--- src/rtl/trs80_video_pkg.sv ---
// trs80_video_pkg: timing, cell geometry and colour constants shared by the
// TRS-80 video generator, plus the block-graphics row decode.
package trs80_video_pkg;

  // Horizontal timing, in pixel ticks
  localparam logic [8:0] H_LAST   = 9'd511;
  localparam logic [8:0] H_ACTIVE = 9'd384;
  localparam logic [8:0] HS_START = 9'd416;
  localparam logic [8:0] HS_END   = 9'd464;

  // Vertical timing, in lines
  localparam logic [8:0] V_LAST   = 9'd311;
  localparam logic [8:0] V_ACTIVE = 9'd192;
  localparam logic [8:0] VS_START = 9'd240;
  localparam logic [8:0] VS_END   = 9'd244;

  // Character cell geometry; a wide cell spends two ticks on every glyph pixel
  localparam logic [3:0] CELL_W      = 4'd6;
  localparam logic [3:0] CELL_W_WIDE = 4'd12;
  localparam logic [3:0] CELL_H      = 4'd12;

  // Output colour levels
  localparam logic [5:0] FG_LEVEL = 6'd63;
  localparam logic [5:0] BG_LEVEL = 6'd0;

  // Per-tick attributes that travel down the fetch pipeline with the pixel
  typedef struct packed {
    logic active;
    logic hs;
    logic vs;
    logic wide;
    logic phase;
  } stage_t;

  localparam stage_t STAGE_IDLE = '{active: 1'b0, hs: 1'b1, vs: 1'b1,
                                    wide: 1'b0, phase: 1'b0};

  // Block graphics: a cell is 2 wide x 3 tall; band = line_in_cell / 4.
  // Left three pixels take code[2*band], right three take code[2*band+1].
  function automatic logic [5:0] block_pattern(input logic [5:0] bits,
                                               input logic [1:0] band);
    logic left_on;
    logic right_on;
    left_on  = 1'b0;
    right_on = 1'b0;
    case (band)
      2'd0: begin left_on = bits[0]; right_on = bits[1]; end
      2'd1: begin left_on = bits[2]; right_on = bits[3]; end
      2'd2: begin left_on = bits[4]; right_on = bits[5]; end
      default: begin left_on = 1'b0; right_on = 1'b0; end
    endcase
    return {left_on, left_on, left_on, right_on, right_on, right_on};
  endfunction

endpackage

--- src/rtl/trs80_char_shifter.sv ---
// trs80_char_shifter: per-cell pixel shift register. Loads either the glyph
// row from the character generator or a decoded block-graphics row, then
// shifts MSB first, holding each pixel for two ticks in wide mode.
module trs80_char_shifter
  import trs80_video_pkg::*;
(
  input  logic       clk,
  input  logic       reset,
  input  logic       ce_pix,
  input  logic       load,
  input  logic       block,
  input  logic [5:0] bits,
  input  logic [1:0] band,
  input  logic [5:0] glyph,
  input  logic       wide,
  input  logic       phase,
  output logic       pixel
);

  logic [5:0] shift_reg;
  logic [5:0] load_value;

  // Pick the row to load: decoded graphics blocks or the fetched glyph row
  always_comb begin
    load_value = glyph;
    if (block) begin
      load_value = block_pattern(bits, band);
    end
  end

  // Load at cell start, otherwise shift; wide mode shifts on the second tick only
  always_ff @(posedge clk) begin
    if (reset) begin
      shift_reg <= 6'd0;
    end else if (ce_pix) begin
      if (load) begin
        shift_reg <= load_value;
      end else if (!wide || phase) begin
        shift_reg <= {shift_reg[4:0], 1'b0};
      end
    end
  end

  assign pixel = shift_reg[5];

endmodule

--- src/rtl/trs80_video_gen.sv ---
// trs80_video_gen: TRS-80 Model I style 64x16 (or 32x16 wide) text and
// block-graphics video generator with a three-tick fetch pipeline.
// Optional feature macro: LOWERCASE_MOD_EN -- when defined, code bit 6 is
// used as fetched; otherwise text codes get bit 6 = ~bit 5 (no lowercase).
module trs80_video_gen
  import trs80_video_pkg::*;
(
  input  logic        clk,
  input  logic        reset,
  input  logic        ce_pix,
  input  logic        wide,
  output logic [9:0]  vram_addr,
  input  logic [7:0]  vram_data,
  output logic [10:0] cg_addr,
  input  logic [5:0]  cg_data,
  output logic        hs,
  output logic        vs,
  output logic [5:0]  r,
  output logic [5:0]  g,
  output logic [5:0]  b
);

  logic [8:0] hcnt;
  logic [8:0] vcnt;
  logic [3:0] hsub;
  logic [5:0] char_col;
  logic [3:0] line_in_cell;
  logic [3:0] char_row;
  logic       wide_line;

  logic [3:0] cell_last;
  logic [5:0] col_step;
  logic       active_now;
  logic       cell_start;
  logic       hs_now;
  logic       vs_now;
  logic [7:0] fetched_code;

  stage_t     pipe1;
  stage_t     pipe2;
  stage_t     pipe3;
  logic       ld1;
  logic       ld2;
  logic [3:0] line1;
  logic       block2;
  logic [5:0] bits2;
  logic [1:0] band2;
  logic       pixel;
  logic [5:0] level;

  assign cell_last = wide_line ? (CELL_W_WIDE - 4'd1) : (CELL_W - 4'd1);
  assign col_step  = wide_line ? 6'd2 : 6'd1;

  // Raster counters plus cell-relative counters so no divider is needed
  always_ff @(posedge clk) begin
    if (reset) begin
      hcnt         <= 9'd0;
      vcnt         <= 9'd0;
      hsub         <= 4'd0;
      char_col     <= 6'd0;
      line_in_cell <= 4'd0;
      char_row     <= 4'd0;
      wide_line    <= 1'b0;
    end else if (ce_pix) begin
      if (hcnt == H_LAST) begin
        hcnt      <= 9'd0;
        hsub      <= 4'd0;
        char_col  <= 6'd0;
        wide_line <= wide;
        if (vcnt == V_LAST) begin
          vcnt         <= 9'd0;
          line_in_cell <= 4'd0;
          char_row     <= 4'd0;
        end else begin
          vcnt <= vcnt + 9'd1;
          if (line_in_cell == (CELL_H - 4'd1)) begin
            line_in_cell <= 4'd0;
            char_row     <= char_row + 4'd1;
          end else begin
            line_in_cell <= line_in_cell + 4'd1;
          end
        end
      end else begin
        hcnt <= hcnt + 9'd1;
        if (hsub == cell_last) begin
          hsub     <= 4'd0;
          char_col <= char_col + col_step;
        end else begin
          hsub <= hsub + 4'd1;
        end
      end
    end
  end

  // Decode the current raster position into active area, cell start and syncs
  always_comb begin
    active_now = (hcnt < H_ACTIVE) && (vcnt < V_ACTIVE);
    cell_start = active_now && (hsub == 4'd0);
    hs_now     = !((hcnt >= HS_START) && (hcnt < HS_END));
    vs_now     = !((vcnt >= VS_START) && (vcnt < VS_END));
  end

  // Character code as seen by the rest of the pipe, with optional lowercase mod
  always_comb begin
`ifdef LOWERCASE_MOD_EN
    fetched_code = vram_data;
`else
    fetched_code = vram_data;
    if (!vram_data[7]) begin
      fetched_code = {1'b0, ~vram_data[5], vram_data[5:0]};
    end
`endif
  end

  // Stage 1: present the video RAM address at cell start
  always_ff @(posedge clk) begin
    if (reset) begin
      ld1       <= 1'b0;
      line1     <= 4'd0;
      pipe1     <= STAGE_IDLE;
      vram_addr <= 10'd0;
    end else if (ce_pix) begin
      ld1   <= cell_start;
      line1 <= line_in_cell;
      pipe1 <= '{active: active_now, hs: hs_now, vs: vs_now,
                 wide: wide_line, phase: hsub[0]};
      if (cell_start) begin
        vram_addr <= {char_row, char_col};
      end
    end
  end

  // Stage 2: capture the character code and present the glyph ROM address
  always_ff @(posedge clk) begin
    if (reset) begin
      ld2     <= 1'b0;
      pipe2   <= STAGE_IDLE;
      block2  <= 1'b0;
      bits2   <= 6'd0;
      band2   <= 2'd0;
      cg_addr <= 11'd0;
    end else if (ce_pix) begin
      ld2   <= ld1;
      pipe2 <= pipe1;
      if (ld1) begin
        block2 <= fetched_code[7];
        bits2  <= fetched_code[5:0];
        band2  <= line1[3:2];
        if (!fetched_code[7]) begin
          cg_addr <= {fetched_code[6:0], line1};
        end
      end
    end
  end

  // Stage 3: carry the tick attributes alongside the shifter load
  always_ff @(posedge clk) begin
    if (reset) begin
      pipe3 <= STAGE_IDLE;
    end else if (ce_pix) begin
      pipe3 <= pipe2;
    end
  end

  trs80_char_shifter u_shifter (
    .clk    (clk),
    .reset  (reset),
    .ce_pix (ce_pix),
    .load   (ld2),
    .block  (block2),
    .bits   (bits2),
    .band   (band2),
    .glyph  (cg_data),
    .wide   (pipe3.wide),
    .phase  (pipe3.phase),
    .pixel  (pixel)
  );

  // Output stage: register colour and syncs together so they stay aligned
  always_ff @(posedge clk) begin
    if (reset) begin
      hs    <= 1'b1;
      vs    <= 1'b1;
      level <= BG_LEVEL;
    end else if (ce_pix) begin
      hs    <= pipe3.hs;
      vs    <= pipe3.vs;
      level <= (pipe3.active && pixel) ? FG_LEVEL : BG_LEVEL;
    end
  end

  assign r = level;
  assign g = level;
  assign b = level;

endmodule

--- config.mk ---
export PLATFORM = sky130hd
export DESIGN_NAME = trs80_video_gen
export DESIGN_NICKNAME = d
export VERILOG_FILES = /design/src/rtl/trs80_video_pkg.sv /design/src/rtl/trs80_char_shifter.sv /design/src/rtl/trs80_video_gen.sv
export SDC_FILE = /design/constraint.sdc
export NUM_CORES = 1
export LEC_CHECK = 0
export ABC_AREA = 1
export BUFFER_PORTS_ARGS = -buffer_cell sky130_fd_sc_hd__buf_2
export CORE_MARGIN = 4
export CORE_UTILIZATION = 51
export DETAILED_ROUTE_END_ITERATION = 6
export PLACE_DENSITY = 0.78
export SLEW_MARGIN = 20
export SYNTH_ARGS = -nofsm -noshare
export SYNTH_HDL_FRONTEND = slang
export SYNTH_SLANG_ARGS = --single-unit
export TNS_END_PERCENT = 10
--- constraint.sdc ---
create_clock -name clk -period 3 [get_ports clk]
set_clock_uncertainty 0.05 [all_clocks]
set_input_delay 0.3 -clock clk [delete_from_list [all_inputs] [get_ports clk]]
set_output_delay 0.3 -clock clk [all_outputs]
set_load 0.02 [all_outputs]
# Yosys cells after proc, flatten, opt, wreduce, memory -nomap -nowiden
# Index checks and enable logic that the tools add are counted.
# Widths: inputs -> output; s select.
dict set report totals {
  ff_bits 102
  inputBits 18
  output_inout_bits 41
  wordCells 94
}
dict set report classes {
  n_addsub 6
  magnitude_cmp 6
  n_eq_ne 6
  mux 19
  n_bitwise 2
  n_reduce_logical 21
}
# operator count
set op_table {}
lappend op_table {{$mux 6} 6}
lappend op_table {{$mux 4} 7}
lappend op_table {{$add 9x1->9 const B} 2}
lappend op_table {{$eq 9x9->1 const B} 2}
lappend op_table {{$lt 9x8->1 const B} 2}
lappend op_table {{$lt 9x9->1 const B} 2}
lappend op_table {{$mux 9} 2}
lappend op_table {{$add 4x1->4 const B} 3}
lappend op_table {{$reduce_and 2->1} 5}
lappend op_table {{$ge 9x8->1 const B} 1}
lappend op_table {{$ge 9x9->1 const B} 1}
lappend op_table {{$mux 8} 1}
lappend op_table {{$add 6x2->6} 1}
lappend op_table {{$pmux 1 s3} 2}
lappend op_table {{$reduce_and 3->1} 2}
lappend op_table {{$reduce_bool 2->1} 3}
lappend op_table {{$logic_and 1x1->1} 5}
lappend op_table {{$eq 4x4->1} 1}
lappend op_table {{$eq 4x4->1 const B} 1}
lappend op_table {{$logic_not 4->1} 1}
lappend op_table {{$logic_not 1->1} 3}
lappend op_table {{$eq 2x1->1 const B} 1}
lappend op_table {{$eq 2x2->1 const B} 1}
lappend op_table {{$logic_not 2->1} 1}
lappend op_table {{3 further kinds} 4}

# Logic depth before layout (Yosys ltp)
dict set report logic_depth {
  word_depth 4
  ltp_mapped 12
  mapped_depth_nobuf 12
}

# Hierarchy
# From an unflattened synthesis, not the netlist that was laid out.
dict set report unflattened {
  hier_cells 585
  hier_area_um2 4330.4
}
# module n_inst cells_per_inst area_per_inst_um2 seq_area_each_um2
set by_module_without_submodules {}
lappend by_module_without_submodules {trs80_video_gen 1 523 3953.8 1821.7}
lappend by_module_without_submodules {trs80_char_shifter 1 62 376.6 120.1}

# Least setup slack after synthesis
# No wires, ideal clock.
dict set report synth_timing {
  path_kind {register to register}
  from {register hcnt[4]}
  to {register vcnt[7]}
  setup_ns 0.110
  arrival_ns 1.639
  t_required_ns 2.840
  slack_ns 1.201
  stages_incl_launch_ff 12
  n_path_buf 0
  period_less_slack_ns 1.799
  path_cell_list {dfxtp_1 -> inv_1 -> nor3_1 -> and3b_1 -> ha_1 -> nand2_4 -> nor3_4 -> nand2_2 -> nor2_4 -> nand2_1 -> nand2_1 -> nor2_2}
}
dict set report synth_via {
  elab_chain_len 2
}
# element line_no
set synth_rtl {}
lappend synth_rtl {{from (decl)} trs80_video_gen.sv:23} ;# logic [8:0] hcnt;
lappend synth_rtl {{from (signal assigned)} trs80_video_gen.sv:84} ;# hcnt <= hcnt + 9'd1;
lappend synth_rtl {{$eq 9x9->1} trs80_video_gen.sv:65} ;# if (hcnt == H_LAST) begin
lappend synth_rtl {{$reduce_and 2->1 (no source line)} --}
lappend synth_rtl {{to (signal assigned)} trs80_video_gen.sv:75} ;# vcnt <= vcnt + 9'd1;
lappend synth_rtl {{to (decl)} trs80_video_gen.sv:24} ;# logic [8:0] vcnt;
# Every way passes these cells.
# A chain may end at the register's enable or synchronous reset.

# Final worst setup path
dict set report layout_timing {
  from {register hcnt[5]}
  to {register vcnt[5]}
}
# Same word-level chain as after synthesis.

==> summary.txt <==
Flow run
  • Max Cap Violations: 0

Floorplanning
  • # rows: 33
  • Die ar.: 0.0101 sq mm
  • Initial core utilization: 0.526
  • IO Pins: 59
  • Core area: 0.00826 sq mm
  • Die height: 100 microns
  • Chip Width: 100 microns

Hold path
  • Hold path cells: 3
  • HP Start: vram_data[4]
  • Hold Path End: cg_addr[8]
  • Worst Hold Class: in -> reg

Routing
  • Drt pass-1 iters: 4
  • Vias post-DR: 3,726
  • Vias per inst: 5.11
  • DRT iter0 DRCs: 165
  • DRC viols: 0
  • Antenna Nets Post-Route: 0
  • WL/cell: 12.3 microns
  • Total Wirelength: 9.00 mm

CTS
  • # Post-CTS Setup Buffers: 0
  • Post-CTS Resized: 0
  • H-tree Lvls: 3
  • CTS buffer count: 9
  • Clock transition at path regs: 0.09 ns
  • Post-CTS Hold Buffers: 0
  • CTS tree: done
  • Clock sinks: 97
  • Clock Latency Late Sink: 0.35 ns
  • CTS root buf: clkbuf_8
  • CTS max path bufs: 2

Timing
  • Slew headroom: 0.591
  • Post-layout min period: 2.25 ns
  • Worst setup margin: 0.746 ns
  • Setup TNS: 0 ns
  • Final setup fails: 0
  • Least-Margin Pin Slew: 0.612 ns
  • Slew Viols, Final: 0
  • Fmax: 0.444 GHz
  • Crit share post-route: 0.751
  • RSZ-0062 raised after global routing: false
  • Final Hold Fails: 0

Yosys
  • Post-Synth Adder-Cell Area: 0.0334
  • Yosys reg bits: 97
  • Mapped Cells: 586
  • Mux share of post-synthesis cell area: 0
  • Fraction of registers with async set/reset: 0
  • Synth top area cells: dfxtp_1 45%, nand2_1 11%, nor2_1 6.8%
  • Post-Synth XOR/XNOR Area: 0.00605
  • Synthesized area per cell: 7.42 sq um
  • Most numerous cell in the Yosys netlist: nand2_1
  • Main synth FF type: dfxtp_1
  • Synth warn: 0
  • Mapped cell area: 0.00435 sq mm
  • Largest family of logic cells by synthesized area: simple AND/OR/NAND/NOR gates
  • Synth top cells by count: 128 x nand2_1, 97 x dfxtp_1, 79 x nor2_1
  • Netlist cell types: 40
  • Mapped Nets: 615
  • Yosys top cell by area: dfxtp_1
  • Post-synth top area share: 0.447
  • Compound-gate portion of the synthesized area: 0.140
  • Sequential fraction of the synthesis area: 0.447
  • Post-synthesis simple-gate area fraction: 0.270
  • Number of flops mapped to enable cells by yosys: 0

Pwr
  • Leakage: 2.09 nW
  • PD cells: 519 mW/mm^2
  • Maximum VDD drop: 0.000285 V

Critical path
  • CP Launch Type: register
  • Req. time, crit path: 3.20 ns
  • R2R setup slack: 0.75 ns
  • CP endpoint kind: register
  • CP max FO: 15
  • Reg-to-Reg Start: hcnt[5]
  • R2R Path End: vcnt[5]
  • Critical setup path kind: reg -> reg
  • CP arrival: 2.45 ns
  • Worst r2r path cells: 12

Place
  • Placed instance area: 0.00455 sq mm
  • DP Worst Slack: 0.820 ns
  • Port bufs: 57
  • DP Wirelength: 6.39 mm
  • GP Congestion: 0.847

Finish
  • Biggest regs: cg_addr x11, vram_addr x10
  • Layout cells sized above 1: 0.154
  • Nets@finish: 649
  • Fill cells: 767
  • Design area: 0.00474 sq mm
  • Reg with most FFs: cg_addr
  • ANT cells: 0
  • Max reg flops: 11
  • Area Growth Syn to Fin: 9.10%

GRT
  • Grt ovf: 0
  • Vias in the first global route: 3,506
  • Initial antenna violation count: 0
  • Global-route wire length before repair: 15.3 mm
  • Largest net degree at the start of global routing: 39
  • GRT Total Usage: 0.184

Outcome
  • Outcome: finished, final reports clean
[layout make-up]
class | count | area [sq um] | share of cell area
Timing Repair Buffer | 60 | 308 | 0.0649
Clock buffer | 11 | 141 | 0.0298
Clock inverter | 4 | 52.6 | 0.0111
Sequential cell | 97 | 1940 | 0.410
Tap cell | 105 | 131 | 0.0277
Multi-Input combinational cell | 396 | 1950 | 0.411
Inverter | 56 | 215 | 0.0454
[where the power goes]
part | leakage [nW] | switching, mW | internal (mW)
Clock | 0.0998 | 0.436 | 0.408
Sequential | 0.791 | 0.0312 | 1.34
Combinational | 1.20 | 0.166 | 0.0820
Total | 2.09 | 0.633 | 1.83
[worst max-delay path by stage]
stage                  from       to  slack (ns)  depth (start not counted)
floorplan           hcnt[4]  vcnt[7]        1.20                         11
detailed placement  hcnt[5]  vcnt[5]        0.82                         12
CTS                 hcnt[5]  vcnt[5]        0.76                         12
global route        hcnt[4]  vcnt[5]        0.59                         12
global placement    hcnt[5]  vcnt[5]        0.88                         12
finish              hcnt[5]  vcnt[5]        0.75                         12
[critical path: stages (launching register included)]
cell     delay [ns]
dfxtp_1        0.41
nand2_1        0.12
nor3_1         0.21
and3b_1        0.21
ha_1           0.27
nand2_4        0.19
inv_4          0.20
nor2_8         0.07
inv_4          0.10
nand2_4        0.07
inv_2          0.09
nor2_1         0.05
o21a_1         0.09
[cells by family (layout without fill, tap and decap cells)]
family	Yosys count	count (layout)
AOI/OAI and AO/OA	114	114
adders and majority gates	11	11
xor gates and xnor gates	3	3
buffers and inverters	93	131
DFF	97	97
and+or+nand+nor	268	268
[per-layer routing]
layer	share of wire	global-route usage	vias to the layer above
met2	0.48	0.317	74
met1	0.47	0.234	1702
li1	-	-	1941
met4	0.011	0.0487	0
met5	0	0	-
met3	0.043	0.0396	9
[per-stage QoR]
step	std cells	util	power (mW)	hold slack [ns]
floorplan	586	-	1.59	0.379
global placement	714	0.551	1.64	0.391
detailed placement	714	0.551	1.65	0.397
CTS	729	0.574	2.48	0.144
global route	729	0.574	2.58	0.150
finish	729	0.574	2.46	0.155
[layout by cell type, fill, tap and decap left out, types with 3 or more instances in the layout]
| cell type | netlist | layout |
|---|---|---|
| dfxtp_1 | 97 | 97 |
| nand3_1 | 31 | 31 |
| buf_4 | 18 | 3 |
| a211oi_1 | 3 | 3 |
| inv_1 | 49 | 49 |
| o21ai_1 | 10 | 10 |
| a21oi_1 | 53 | 53 |
| nor2_1 | 79 | 79 |
| buf_2 | 12 | 57 |
| nor3_1 | 8 | 8 |
| nand4_1 | 5 | 5 |
| nand2_2 | 4 | 4 |
| nand2_1 | 128 | 128 |
| clkbuf_8 | 0 | 10 |
| inv_2 | 4 | 4 |
| ha_1 | 10 | 10 |
| o21ai_0 | 41 | 41 |
Note: power is estimated with default switching activity, not from simulation.
